**src/rtl/proc_pkg.sv**
```systemverilog
// Shared types and widths for the 16-bit pipeline stages.
package proc_pkg;

  localparam int unsigned DATA_W  = 16;
  localparam int unsigned INSTR_W = 16;

  typedef enum logic {
    IDLE,
    WAIT
  } mem_state_t;

endpackage

```
**src/rtl/mem_stage.sv**
```systemverilog
// Memory-access stage: issues variable-latency data-memory requests, stalls upstream while an
// access is outstanding and delivers one registered write-back bundle per instruction.
module mem_stage
  import proc_pkg::*;
#(
  parameter int unsigned DW       = 16,
  parameter int unsigned MAX_WAIT = 15
) (
  input  logic               clk,
  input  logic               reset,
  input  logic               valid_in,
  input  logic [DW-1:0]      aluresult,
  input  logic [INSTR_W-1:0] instrin,
  input  logic               isld1,
  input  logic               isst1,
  input  logic [DW-1:0]      op2_in,
  input  logic               iswb_in,
  output logic               stall,
  output logic               dmem_req,
  output logic               dmem_we,
  output logic [DW-1:0]      dmem_addr,
  output logic [DW-1:0]      dmem_wdata,
  input  logic [DW-1:0]      dmem_rdata,
  input  logic               dmem_ack,
  output logic               valid_out,
  output logic [DW-1:0]      wbdata,
  output logic [INSTR_W-1:0] instrout,
  output logic               iswb_out,
  output logic               mem_err
);

  localparam int unsigned CntW = $clog2(MAX_WAIT + 1);

  mem_state_t         state_q, state_d;
  logic [CntW-1:0]    cnt_q, cnt_d;
  logic               req_q, req_d;
  logic               we_q, we_d;
  logic [DW-1:0]      addr_q, addr_d;
  logic [DW-1:0]      wdata_q, wdata_d;
  logic               valid_out_q, valid_out_d;
  logic [DW-1:0]      wbdata_q, wbdata_d;
  logic [INSTR_W-1:0] instr_q, instr_d;
  logic               iswb_q, iswb_d;
  logic               mem_err_q, mem_err_d;

  logic mem_op;
  logic timeout;

  assign mem_op = isld1 | isst1;
  // The current WAIT cycle is the MAX_WAIT-th cycle with the request high.
  assign timeout = (cnt_q == CntW'(MAX_WAIT - 1));

  always_comb begin
    state_d     = state_q;
    cnt_d       = cnt_q;
    req_d       = req_q;
    we_d        = we_q;
    addr_d      = addr_q;
    wdata_d     = wdata_q;
    valid_out_d = 1'b0;
    wbdata_d    = wbdata_q;
    instr_d     = instr_q;
    iswb_d      = iswb_q;
    mem_err_d   = 1'b0;
    stall       = 1'b0;

    unique case (state_q)
      IDLE: begin
        if (valid_in) begin
          instr_d = instrin;
          iswb_d  = iswb_in;
          if (mem_op) begin
            stall   = 1'b1;
            addr_d  = aluresult;
            wdata_d = op2_in;
            we_d    = isst1;
            req_d   = 1'b1;
            cnt_d   = '0;
            state_d = WAIT;
          end else begin
            wbdata_d    = aluresult;
            valid_out_d = 1'b1;
          end
        end
      end
      WAIT: begin
        // Ack takes priority over a coinciding timeout.
        if (dmem_ack) begin
          req_d       = 1'b0;
          valid_out_d = 1'b1;
          wbdata_d    = we_q ? addr_q : dmem_rdata;
          if (we_q) iswb_d = 1'b0;
          state_d     = IDLE;
        end else if (timeout) begin
          req_d       = 1'b0;
          valid_out_d = 1'b1;
          wbdata_d    = '0;
          iswb_d      = 1'b0;
          mem_err_d   = 1'b1;
          state_d     = IDLE;
        end else begin
          stall = 1'b1;
          cnt_d = cnt_q + CntW'(1);
        end
      end
      default: state_d = IDLE;
    endcase
  end

  always_ff @(posedge clk or negedge reset) begin
    if (!reset) begin
      state_q     <= IDLE;
      cnt_q       <= '0;
      req_q       <= 1'b0;
      we_q        <= 1'b0;
      addr_q      <= '0;
      wdata_q     <= '0;
      valid_out_q <= 1'b0;
      wbdata_q    <= '0;
      instr_q     <= '0;
      iswb_q      <= 1'b0;
      mem_err_q   <= 1'b0;
    end else begin
      state_q     <= state_d;
      cnt_q       <= cnt_d;
      req_q       <= req_d;
      we_q        <= we_d;
      addr_q      <= addr_d;
      wdata_q     <= wdata_d;
      valid_out_q <= valid_out_d;
      wbdata_q    <= wbdata_d;
      instr_q     <= instr_d;
      iswb_q      <= iswb_d;
      mem_err_q   <= mem_err_d;
    end
  end

  assign dmem_req   = req_q;
  assign dmem_we    = we_q;
  assign dmem_addr  = addr_q;
  assign dmem_wdata = wdata_q;
  assign valid_out  = valid_out_q;
  assign wbdata     = wbdata_q;
  assign instrout   = instr_q;
  assign iswb_out   = iswb_q;
  assign mem_err    = mem_err_q;

endmodule

```
**config.mk**
```make
export PLATFORM = sky130hd
export DESIGN_NAME = mem_stage
export DESIGN_NICKNAME = d
export VERILOG_FILES = /design/src/rtl/proc_pkg.sv /design/src/rtl/mem_stage.sv
export SDC_FILE = /design/constraint.sdc
export NUM_CORES = 1
export LEC_CHECK = 0
export BUFFER_PORTS_ARGS = -buffer_cell sky130_fd_sc_hd__clkbuf_2
export CELL_PAD_IN_SITES_DETAIL_PLACEMENT = 0
export CELL_PAD_IN_SITES_GLOBAL_PLACEMENT = 1
export CORE_MARGIN = 2
export CORE_UTILIZATION = 30
export DETAILED_ROUTE_END_ITERATION = 12
export PLACE_DENSITY_LB_ADDON = 0.3
export SLEW_MARGIN = 25
export SYNTH_ARGS = -nofsm -noshare
export SYNTH_HDL_FRONTEND = slang
export SYNTH_SLANG_ARGS = --single-unit
export TNS_END_PERCENT = 50
```
**constraint.sdc**
```tcl
create_clock -name clk -period 1.8 [get_ports clk]
set_input_delay 0.09 -clock clk [delete_from_list [all_inputs] [get_ports clk]]
set_output_delay 0.09 -clock clk [all_outputs]
set_load 0.01 [all_outputs]
```
==> metrics.yaml, run 1 <==
global_route:
  grt_pass1_wl_um: 14110
  grt_pass1_vias: 2808
  grt_max_degree: 43
  antenna_found_initial: 0
  track_usage_pct: 15.68
  gr-total-overflow: 0
floorplanning:
  num_rows: 37
  start_util_pct: 31.17
  fp.dieH_um: 107.8
  io_pins: 141
  coreArea_um2: 10370
  die_x_um: 107.8
  dieArea_um2: 11620
place:
  port_buffers: 140
  gp_congestion: 0.7442
  place_area_um2: 4161
  dp_hpwl_um: 6315
sta:
  fin_skew_ps: 10.06
  finalCritPeriodShare_pct: 91.38
  slew_violations: 0
  max_freq_mhz: 608.0
  slew_headroom_pct: 62.81
  tightestPinTransition_ps: 554.2
  final_hold_viol_count: 0
  rsz0062_at_grt: "false"
  finalSetupTns_ps: 0
  setup_violations: 0
  layout_min_cycle_time_ps: 1645
min_path:
  hold_class: "in2reg"
  hold-path-cell-count: 3
logic_synthesis:
  async_flop_share_pct: 100.0
  synth_edf_count: 0
  syn_inst: 289
  syn_nets: 362
  syn_avg_cell_area_um2: 11.18
  synth_cell_types: 31
  yosys.area.top_type: "dfrtp_1"
  ys_seq_area_share_pct: 57.30
  ys_warn_count: 0
  synthTopCellsByCount: "74 x dfrtp_1, 51 x nand2_1, 35 x o21ai_0"
  ys_ff_latch: 74
  synth_top_area_share_pct: 57.30
  ys.flop_type: "dfrtp_1"
  netlist_area_um2: 3232
  yosysMostFrequentCell: "dfrtp_1"
  synth_area_leaders: "dfrtp_1 57%, mux2_2 8.4%, nand2_1 5.9%, o21ai_0 5.4%, mux2i_1 5.3%"
detailed_routing:
  dr.pass1.iters: 4
  vias_per_cell: 4.577
  postRouteAntennaNets: 0
  wl_um: 9076
  drc: 0
  dr_total_vias: 2870
  drt_iter0_drc: 155
  wl_per_cell_um: 14.48
power_and_ir_drop:
  vdd_drop_max_uv: 506.7
  combPwrFrac_pct: 30.6
  pwr-share-clk_pct: 26.1
  seqPwrFrac_pct: 43.3
  power_switching_w: 0.001739
  p_leak_nw: 2.490
  power_density_nw_per_um2: 1111
  sw_frac_of_total_pct: 32.09
  intPower_w: 0.003681
outcome:
  status: "completed"
final_layout:
  finalNetCount: 559
  drive_gt1_share_pct: 40.33
  diodes: 0
  final_util_pct: 47.03
  fillCellCount: 1029
  area_growth_pct: 50.91
  design_area_um2: 4877
critical_path:
  critPathCaptureType: "output port"
  critical_path_class: "reg2out"
  worstPathArrival_ps: 1550
  start_kind: "flop"
  cp_max_fo: 3
  rr_worst_depth: 6
  cp.required_ps: 1710
cts:
  cts.sinks: 74
  cts_buffers: 9
  ctsLongestPathBuffers: 2
  clk_pin_slew_worst_paths_ps: 70
  cts_tree: "yes"
  clockRootBuffer: "clkbuf_8"
  htreeDepth: 3
  clock_latency_ps: 340
run:
  maxCapViolCount: 0
[power groups by stage]
stage,Combinational (W),Sequential (W),Clock [W]
2_1_floorplan,0.000678,0.00251,0
3_3_place_gp,0.00157,0.00236,0
3_5_place_dp,0.00159,0.00237,0
4_1_cts,0.00168,0.00235,0.00147
5_1_grt,0.00182,0.00240,0.00155
6_report,0.00166,0.00235,0.00142
[stage by stage]
stage	setup WS, ps	cells	hold WS (ps)	total power [W]
2_1_floorplan	114.5	289	-205.6	0.003191
3_3_place_gp	226.6	562	65.23	0.003930
3_5_place_dp	200.2	562	65.23	0.003966
4_1_cts	31.65	626	5.700	0.005495
5_1_grt	47.16	627	36.46	0.005764
6_report	155.2	627	41.72	0.005420
[final timing paths]
check | start | end | slack (ps)
setup / recovery | cnt_q[0] | stall | 160
hold / removal | aluresult[9] | dmem_addr[9] | 40
setup reg to reg | cnt_q[0] | wbdata[1] | 190
hold reg to reg | instrout[3] | instrout[3] | 480
max in group asynchronous | reset | dmem_addr[8] | 970
min in group asynchronous | reset | instrout[8] | 230
[flip-flops by register name (all words and copies together) (netlist names)]
name and flops:
dmem_we 1, instrout 16, state_q 1, valid_out 1, iswb_out 1, dmem_req 1, mem_err 1, dmem_wdata 16
dmem_addr 16, wbdata 16, cnt_q 4
[cell families (layout without fill, tap and decap cells)]
group | after synthesis | after routing | share of synthesized area [%]
flops | 74 | 74 | 57.30
simple gates | 68 | 68 | 9.176
compound gates | 61 | 61 | 11.46
mux | 50 | 50 | 16.76
buf+inv | 34 | 236 | 4.530
fa+ha+maj | 2 | 2 | 0.7742
[cells in the final DEF, fill, tap and decap left out, types with 2 or more instances in the layout]
cell,count
o21ai_0,35
nand2_1,51
mux2i_1,17
inv_1,18
nand2b_1,3
buf_12,3
mux2_1,9
o221ai_1,2
dfrtp_1,74
nand3_1,5
dlygate4sd3_1,48
o22ai_1,16
ha_1,2
clkbuf_8,9
clkbuf_2,139
mux2_2,24
bufinv_16,2
nor2_1,3
buf_4,11
[timing repair]
item | CTS | global route
pin swaps | 0 | 1
hold endpoints to repair | 79 | 0
cloned | 0 | 0
endpoints found under the setup margin | 1 | 1
resized for setup | 1 | 1
hold buffers | 48 | 0
setup buffers | 0 | 1
[area by class of cell]
class | instances | area [um^2] | area share [%]
inverter | 18 | 67.56 | 1.385
clock buffer | 10 | 127.6 | 2.617
sequential | 74 | 1852 | 37.97
timing repair buffer | 202 | 1330 | 27.27
tap | 136 | 170.2 | 3.489
multi-input combinational | 181 | 1240 | 25.42
clock inverter | 6 | 90.09 | 1.847
[metal layers]
layer | up-vias | track usage, % | routed length [um]
met5 | - | 0 | 0
met2 | 89 | 25.07 | 4452
met4 | 0 | 5.952 | 113
met3 | 9 | 2.785 | 436
met1 | 1388 | 21.19 | 4073
li1 | 1384 | - | -
[worst max-delay path: stages, from the launching register on]
cell and delay [ps]:
dfrtp_1 380, inv_1 80, ha_1 200, and3_1 200
o22ai_2 180, clkbuf_2 170
(Power assumes the default switching activity.)
==> run 2, diff against run 1 <==
--- a/config.mk
+++ b/config.mk
@@ -12,6 +12,7 @@
 export CORE_UTILIZATION = 30
 export DETAILED_ROUTE_END_ITERATION = 12
 export PLACE_DENSITY_LB_ADDON = 0.3
+export RECOVER_POWER = 25
 export SLEW_MARGIN = 25
 export SYNTH_ARGS = -nofsm -noshare
 export SYNTH_HDL_FRONTEND = slang
==> run 2 against run 1 <==
  * Non-clock buffer count unchanged
  * Global-route usage unchanged
  * Via count increased by 0.14%
  * Worst hold slack barely moved
  * Cell area about the same
  * Final cell count stayed put
  * Total power hardly changed
  * Flip-flop and latch count stayed put
  * Critical path depth unchanged
  * Die area is the same
  * First-iteration DRC count is 6.5% lower
  * Sequential share of layout area about the same
  * Critical endpoint unchanged
==> metrics.yaml, run 2 (synthesized netlist as in run 1, its figures left out) <==
final_layout:
  final_common_cell: "clkbuf_2"
  final_cell_mix: "140 x clkbuf_2, 74 x dfrtp_1, 51 x nand2_1"
  fillCellCount: 1029
  area_growth_pct: 50.83
  final_util_pct: 47.01
  diodes: 0
  finalNetCount: 559
  multi_input_area_um2: 1240
  register_area_um2: 1852
  drive_gt1_share_pct: 40.33
cts:
  cts_buffers: 9
  cts.sinks: 74
  clockRootBuffer: "clkbuf_8"
  clk_pin_slew_worst_paths_ps: 70
  ctsLongestPathBuffers: 2
  cts_tree: "yes"
  htreeDepth: 3
  clock_latency_ps: 340
global_route:
  antenna_found_initial: 0
  track_usage_pct: 15.68
  grt_pass1_vias: 2808
  gr-total-overflow: 0
  grt_max_degree: 43
  grt_pass1_wl_um: 14110
critical_path:
  slowest_stage: "dfrtp_1"
  cp.required_ps: 1710
  critPathMaxStageDelay_ps: 380
  critPathCaptureType: "output port"
  worstPathArrival_ps: 1560
  critical_path_class: "reg2out"
  path_delay_family: "flip-flops"
  cp_cell_sequence: "inv_1 > ha_1 > and3_1 > o22ai_2 > clkbuf_2"
  start_kind: "flop"
  cp_max_fo: 3
  crit_buf_inv: 2
run:
  maxCapViolCount: 0
detailed_routing:
  vias_per_cell: 4.584
  drt_iter0_drc: 145
  dr_total_vias: 2874
  drc: 0
  postRouteAntennaNets: 0
  wl_per_cell_um: 14.43
  dr.pass1.iters: 4
  wl_um: 9045
place:
  port_buffers: 140
  place_ws_ps: 200.2
  gp_congestion: 0.7442
  dp_hpwl_um: 6315
sta:
  setup_violations: 0
  final_hold_viol_count: 0
  slew_violations: 0
  worst_slack_ps: 154.8
  max_freq_mhz: 607.8
  fin_skew_ps: 9.893
  finalCritPeriodShare_pct: 91.40
  tightestPinTransition_ps: 859.8
  layout_min_cycle_time_ps: 1645
  finalSetupTns_ps: 0
  rsz0062_at_grt: "false"
  slew_headroom_pct: 42.68
power_and_ir_drop:
  p_leak_nw: 2.490
  power_density_nw_per_um2: 1111
  p_total_w: 0.005418
  vdd_drop_max_uv: 506.8
min_path:
  hold_class: "in2reg"
outcome:
  status: "completed"
floorplanning:
  dieArea_um2: 11620
  fp.dieH_um: 107.8
  io_pins: 141
  start_util_pct: 31.17
  coreArea_um2: 10370
  die_x_um: 107.8
  num_rows: 37
## run 2: cell types whose count changed in the layout (fill, tap and decap cells not counted)
cell      delta
buf_4        -1
clkbuf_2     +1
## run 2: timing repair
action                     CTS  global route
gates cloned                 0             0
pin swaps                    0             1
buffers inserted             0             1
resized for setup            1             1
setup endpoints to repair    1             1
hold endpoints to repair    79             0
hold buffers                48             0
## run 2: worst paths after layout
kind	start	end	slack (ps)	cells after the start
hold / removal	aluresult[9]	dmem_addr[9]	40	3
setup reg to reg	cnt_q[0]	wbdata[1]	190	6
min in group asynchronous	reset	instrout[8]	380	2
hold reg to reg	instrout[3]	instrout[3]	480	2
setup / recovery	cnt_q[0]	stall	150	5
max in group asynchronous	reset	dmem_addr[8]	680	3
## run 2: power breakdown
group | internal (W) | total, W | switching, W | leakage [nW]
Sequential | 0.00208 | 0.00235 | 0.000271 | 0.908
Clock | 0.000786 | 0.00142 | 0.000631 | 0.107
Combinational | 0.000818 | 0.00165 | 0.000836 | 1.47
Total | 0.00368 | 0.00542 | 0.00174 | 2.49
## run 2: through the flow
stage               area [um^2]  hold WS (ps)  instances
global placement           4161         65.23        562
finish                     4875         41.66        627
detailed placement         4161         65.23        562
global route               4875         36.46        627
floorplan                  3232        -205.6        289
CTS                        4866         5.700        626
## run 2: tightest hold or removal path, stage by stage
cell and delay [ps]:
clkbuf_2 80, inv_1 60, o21ai_0 100
## run 2: cell type report
type | count | area share [%]
inverter | 18 | 1.386
sequential | 74 | 37.99
clock inverter | 6 | 1.848
tap | 136 | 3.491
multi-input combinational | 181 | 25.44
clock buffer | 10 | 2.618
timing repair buffer | 202 | 27.23
## run 2: metal layers
layer	track usage, %	vias up	wire [um]	share of wire [%]
li1	-	1383	-	-
met3	2.785	9	442	4.9
met5	0	-	0	0
met1	21.19	1393	4034	45
met2	25.07	89	4455	49
met4	5.952	0	113	1.2
==> run 3, diff against run 2 <==
--- a/config.mk
+++ b/config.mk
@@ -5,6 +5,7 @@
 export SDC_FILE = /design/constraint.sdc
 export NUM_CORES = 1
 export LEC_CHECK = 0
+export ABC_AREA = 1
 export BUFFER_PORTS_ARGS = -buffer_cell sky130_fd_sc_hd__clkbuf_2
 export CELL_PAD_IN_SITES_DETAIL_PLACEMENT = 0
 export CELL_PAD_IN_SITES_GLOBAL_PLACEMENT = 1
==> run 3 against run 2 <==
  * First-iteration DRC count decreased by 27%
  * Synthesized cell count grew 49%
  * Count of clock-buffer cells in the layout is 2 higher
  * Non-clock buffer count decreased by 15
  * Register-to-register slack barely moved
  * Worst hold slack worse by 24 ps
  * Sequential power shrank 2%
  * Highest routed layer unchanged
==> metrics.yaml, run 3 <==
final_layout:
  drive_gt1_share_pct: 24.39
  final_cell_mix: "192 x nand2_1, 115 x clkbuf_2, 74 x dfrtp_1"
  finalNetCount: 684
  fin_cells: 755
  final_common_cell: "nand2_1"
  area_growth_pct: 43.28
  diodes: 0
place:
  dp_hpwl_um: 7027
  gp_congestion: 0.6986
  port_buffers: 140
  dp_cells: 706
  place_ws_ps: 189.5
cts:
  clk_pin_slew_worst_paths_ps: 50
  ctsLongestPathBuffers: 2
  clockRootBuffer: "clkbuf_16"
  clock_latency_ps: 330
  htreeDepth: 3
  cts_tree: "yes"
  cts_buffers: 9
  cts_setup_buffers: 0
  cts.sinks: 74
logic_synthesis:
  synth_edf_count: 0
  ys.flop_type: "dfrtp_1"
  synth_adder_area_share_pct: 0.7386
  synth_area_leaders: "dfrtp_1 55%, nand2_1 21%, nand3_1 8.1%, inv_1 4.1%, a21oi_1 2.7%"
  ys_warn_count: 0
  synthTopCellsByCount: "193 x nand2_1, 74 x dfrtp_1, 55 x nand3_1"
  synthXorXnorAreaFrac_pct: 0.2585
  async_flop_share_pct: 100.0
  synth_top_family_by_area: "simple AND/OR/NAND/NOR gates"
  synth_top_area_share_pct: 54.65
  synthMuxAreaShare_pct: 0
  netlist_area_um2: 3388
  syn_inst: 432
  yosysMostFrequentCell: "nand2_1"
  syn_nets: 505
  ys_ff_latch: 74
  yosys.area.top_type: "dfrtp_1"
  syn_avg_cell_area_um2: 7.843
  ys_seq_area_share_pct: 54.65
  synth_cell_types: 22
  synthSimpleGateAreaFrac_pct: 33.71
  synth-compound-area-share_pct: 3.102
sta:
  fin_skew_ps: 6.729
  rsz0062_at_grt: "false"
  max_freq_mhz: 604.9
  finalSetupTns_ps: 0
  final_hold_viol_count: 0
  setup_violations: 0
  slew_violations: 0
  worst_slack_ps: 146.7
  slew_headroom_pct: 44.58
  finalCritPeriodShare_pct: 91.85
  tightestPinTransition_ps: 831.3
  layout_min_cycle_time_ps: 1653
detailed_routing:
  drc: 0
  wl_per_cell_um: 12.83
  drt_iter0_drc: 106
  postRouteAntennaNets: 0
  dr.pass1.iters: 4
  wl_um: 9684
  vias_per_cell: 4.407
  dr_total_vias: 3327
global_route:
  grt_max_degree: 32
  track_usage_pct: 16.80
  grt_pass1_vias: 3177
  grt_pass1_wl_um: 15720
  antenna_found_initial: 0
  gr-total-overflow: 0
power_and_ir_drop:
  p_leak_nw: 2.751
  vdd_drop_max_uv: 523.1
  power_density_nw_per_um2: 1149
critical_path:
  r2r_slack_ps: 200
  critical_path_class: "reg2out"
  critPathCaptureType: "output port"
  rr_worst_depth: 8
  crit_top_cell: "nand2_2"
  slowest_stage: "dfrtp_1"
  cp_max_fo: 24
  start_kind: "flop"
  cp.required_ps: 1710
  critPathMaxStageDelay_ps: 450
  cp_cell_sequence: "nor2_4 > nand2_2 > buf_4 > nand2_2 > clkbuf_2"
  worstPathArrival_ps: 1560
outcome:
  status: "completed"
floorplanning:
  coreArea_um2: 10940
  io_pins: 141
  dieArea_um2: 12160
  die_x_um: 110.3
  start_util_pct: 30.98
  fp.dieH_um: 110.3
  num_rows: 38
min_path:
  hold-path-cell-count: 3
  hold_class: "in2reg"
run:
  maxCapViolCount: 0
run 3: changes by cell type after synthesis, moves of 14 or more:
cell     previous run  this run
a21oi_1             1        18
nand2_1            51       193
o21ai_0            35         2
inv_1              18        37
nand3_1             5        55
mux2i_1            17         0
mux2_2             24         0
nor2_1              3        17
o22ai_1            17         0
run 3: final cells by class:
class | instances | area, um^2
inverters | 40 | 150.1
well taps | 140 | 175.2
flip-flops and latches | 74 | 1852
multi-input cells | 299 | 1284
clock inverters | 3 | 40.04
repair buffers | 187 | 1107
clock buffers | 12 | 246.5
fillers | 1135 | 6081
run 3: kinds of logic after synthesis:
kind of cell,count (synthesis)
DFF,74
AOI/OAI and AO/OA,21
and+or+nand+nor,275
xor gates and xnor gates,1
adders and majority gates,2
buffers and inverters,59
run 3: power breakdown:
group          internal (W)  total, W  leakage, nW  switching, W
Clock               0.00110   0.00175        0.142      0.000654
Sequential          0.00205   0.00231        0.902      0.000260
Combinational      0.000607   0.00152         1.71      0.000910
run 3: per-stage QoR:
step | hold slack, ps | cell area (um^2) | util [%] | power [W]
floorplan | -205.6 | 3388 | - | 0.003133
global route | 24.63 | 4855 | 44.39 | 0.005989
detailed placement | 58.54 | 4259 | 38.95 | 0.003855
finish | 17.80 | 4855 | 44.39 | 0.005579
CTS | 3.732 | 4886 | 44.68 | 0.005707
global placement | 65.64 | 4259 | 38.95 | 0.003829
run 3: what timing repair did:
item / 4_1_cts / 5_1_grt
hold endpoints to repair: 62 / 0
endpoints found under the setup margin: 0 / 1
hold buffers: 34 / 0
gates resized for setup: 0 / 1
run 3: final timing paths:
path / start / to
hold / removal: iswb_in / iswb_out
max in group asynchronous: reset / dmem_addr[15]
min in group asynchronous: reset / wbdata[2]
setup reg to reg: cnt_q[0] / wbdata[2]
hold reg to reg: instrout[14] / instrout[14]
setup / recovery: state_q / stall
run 3: critical path: cells and delay by family, from the launching register on:
| family | cells | cell delay [ps] |
|---|---|---|
| flops | 1 | 450 |
| simple gates | 3 | 420 |
| buf+inv | 2 | 360 |
run 3: per-layer routing:
layer | routed length, um | track usage, %
met2 | 4376 | 26.82
met4 | 152 | 7.054
met5 | 0 | 0
met1 | 4384 | 21.63
met3 | 770 | 4.350
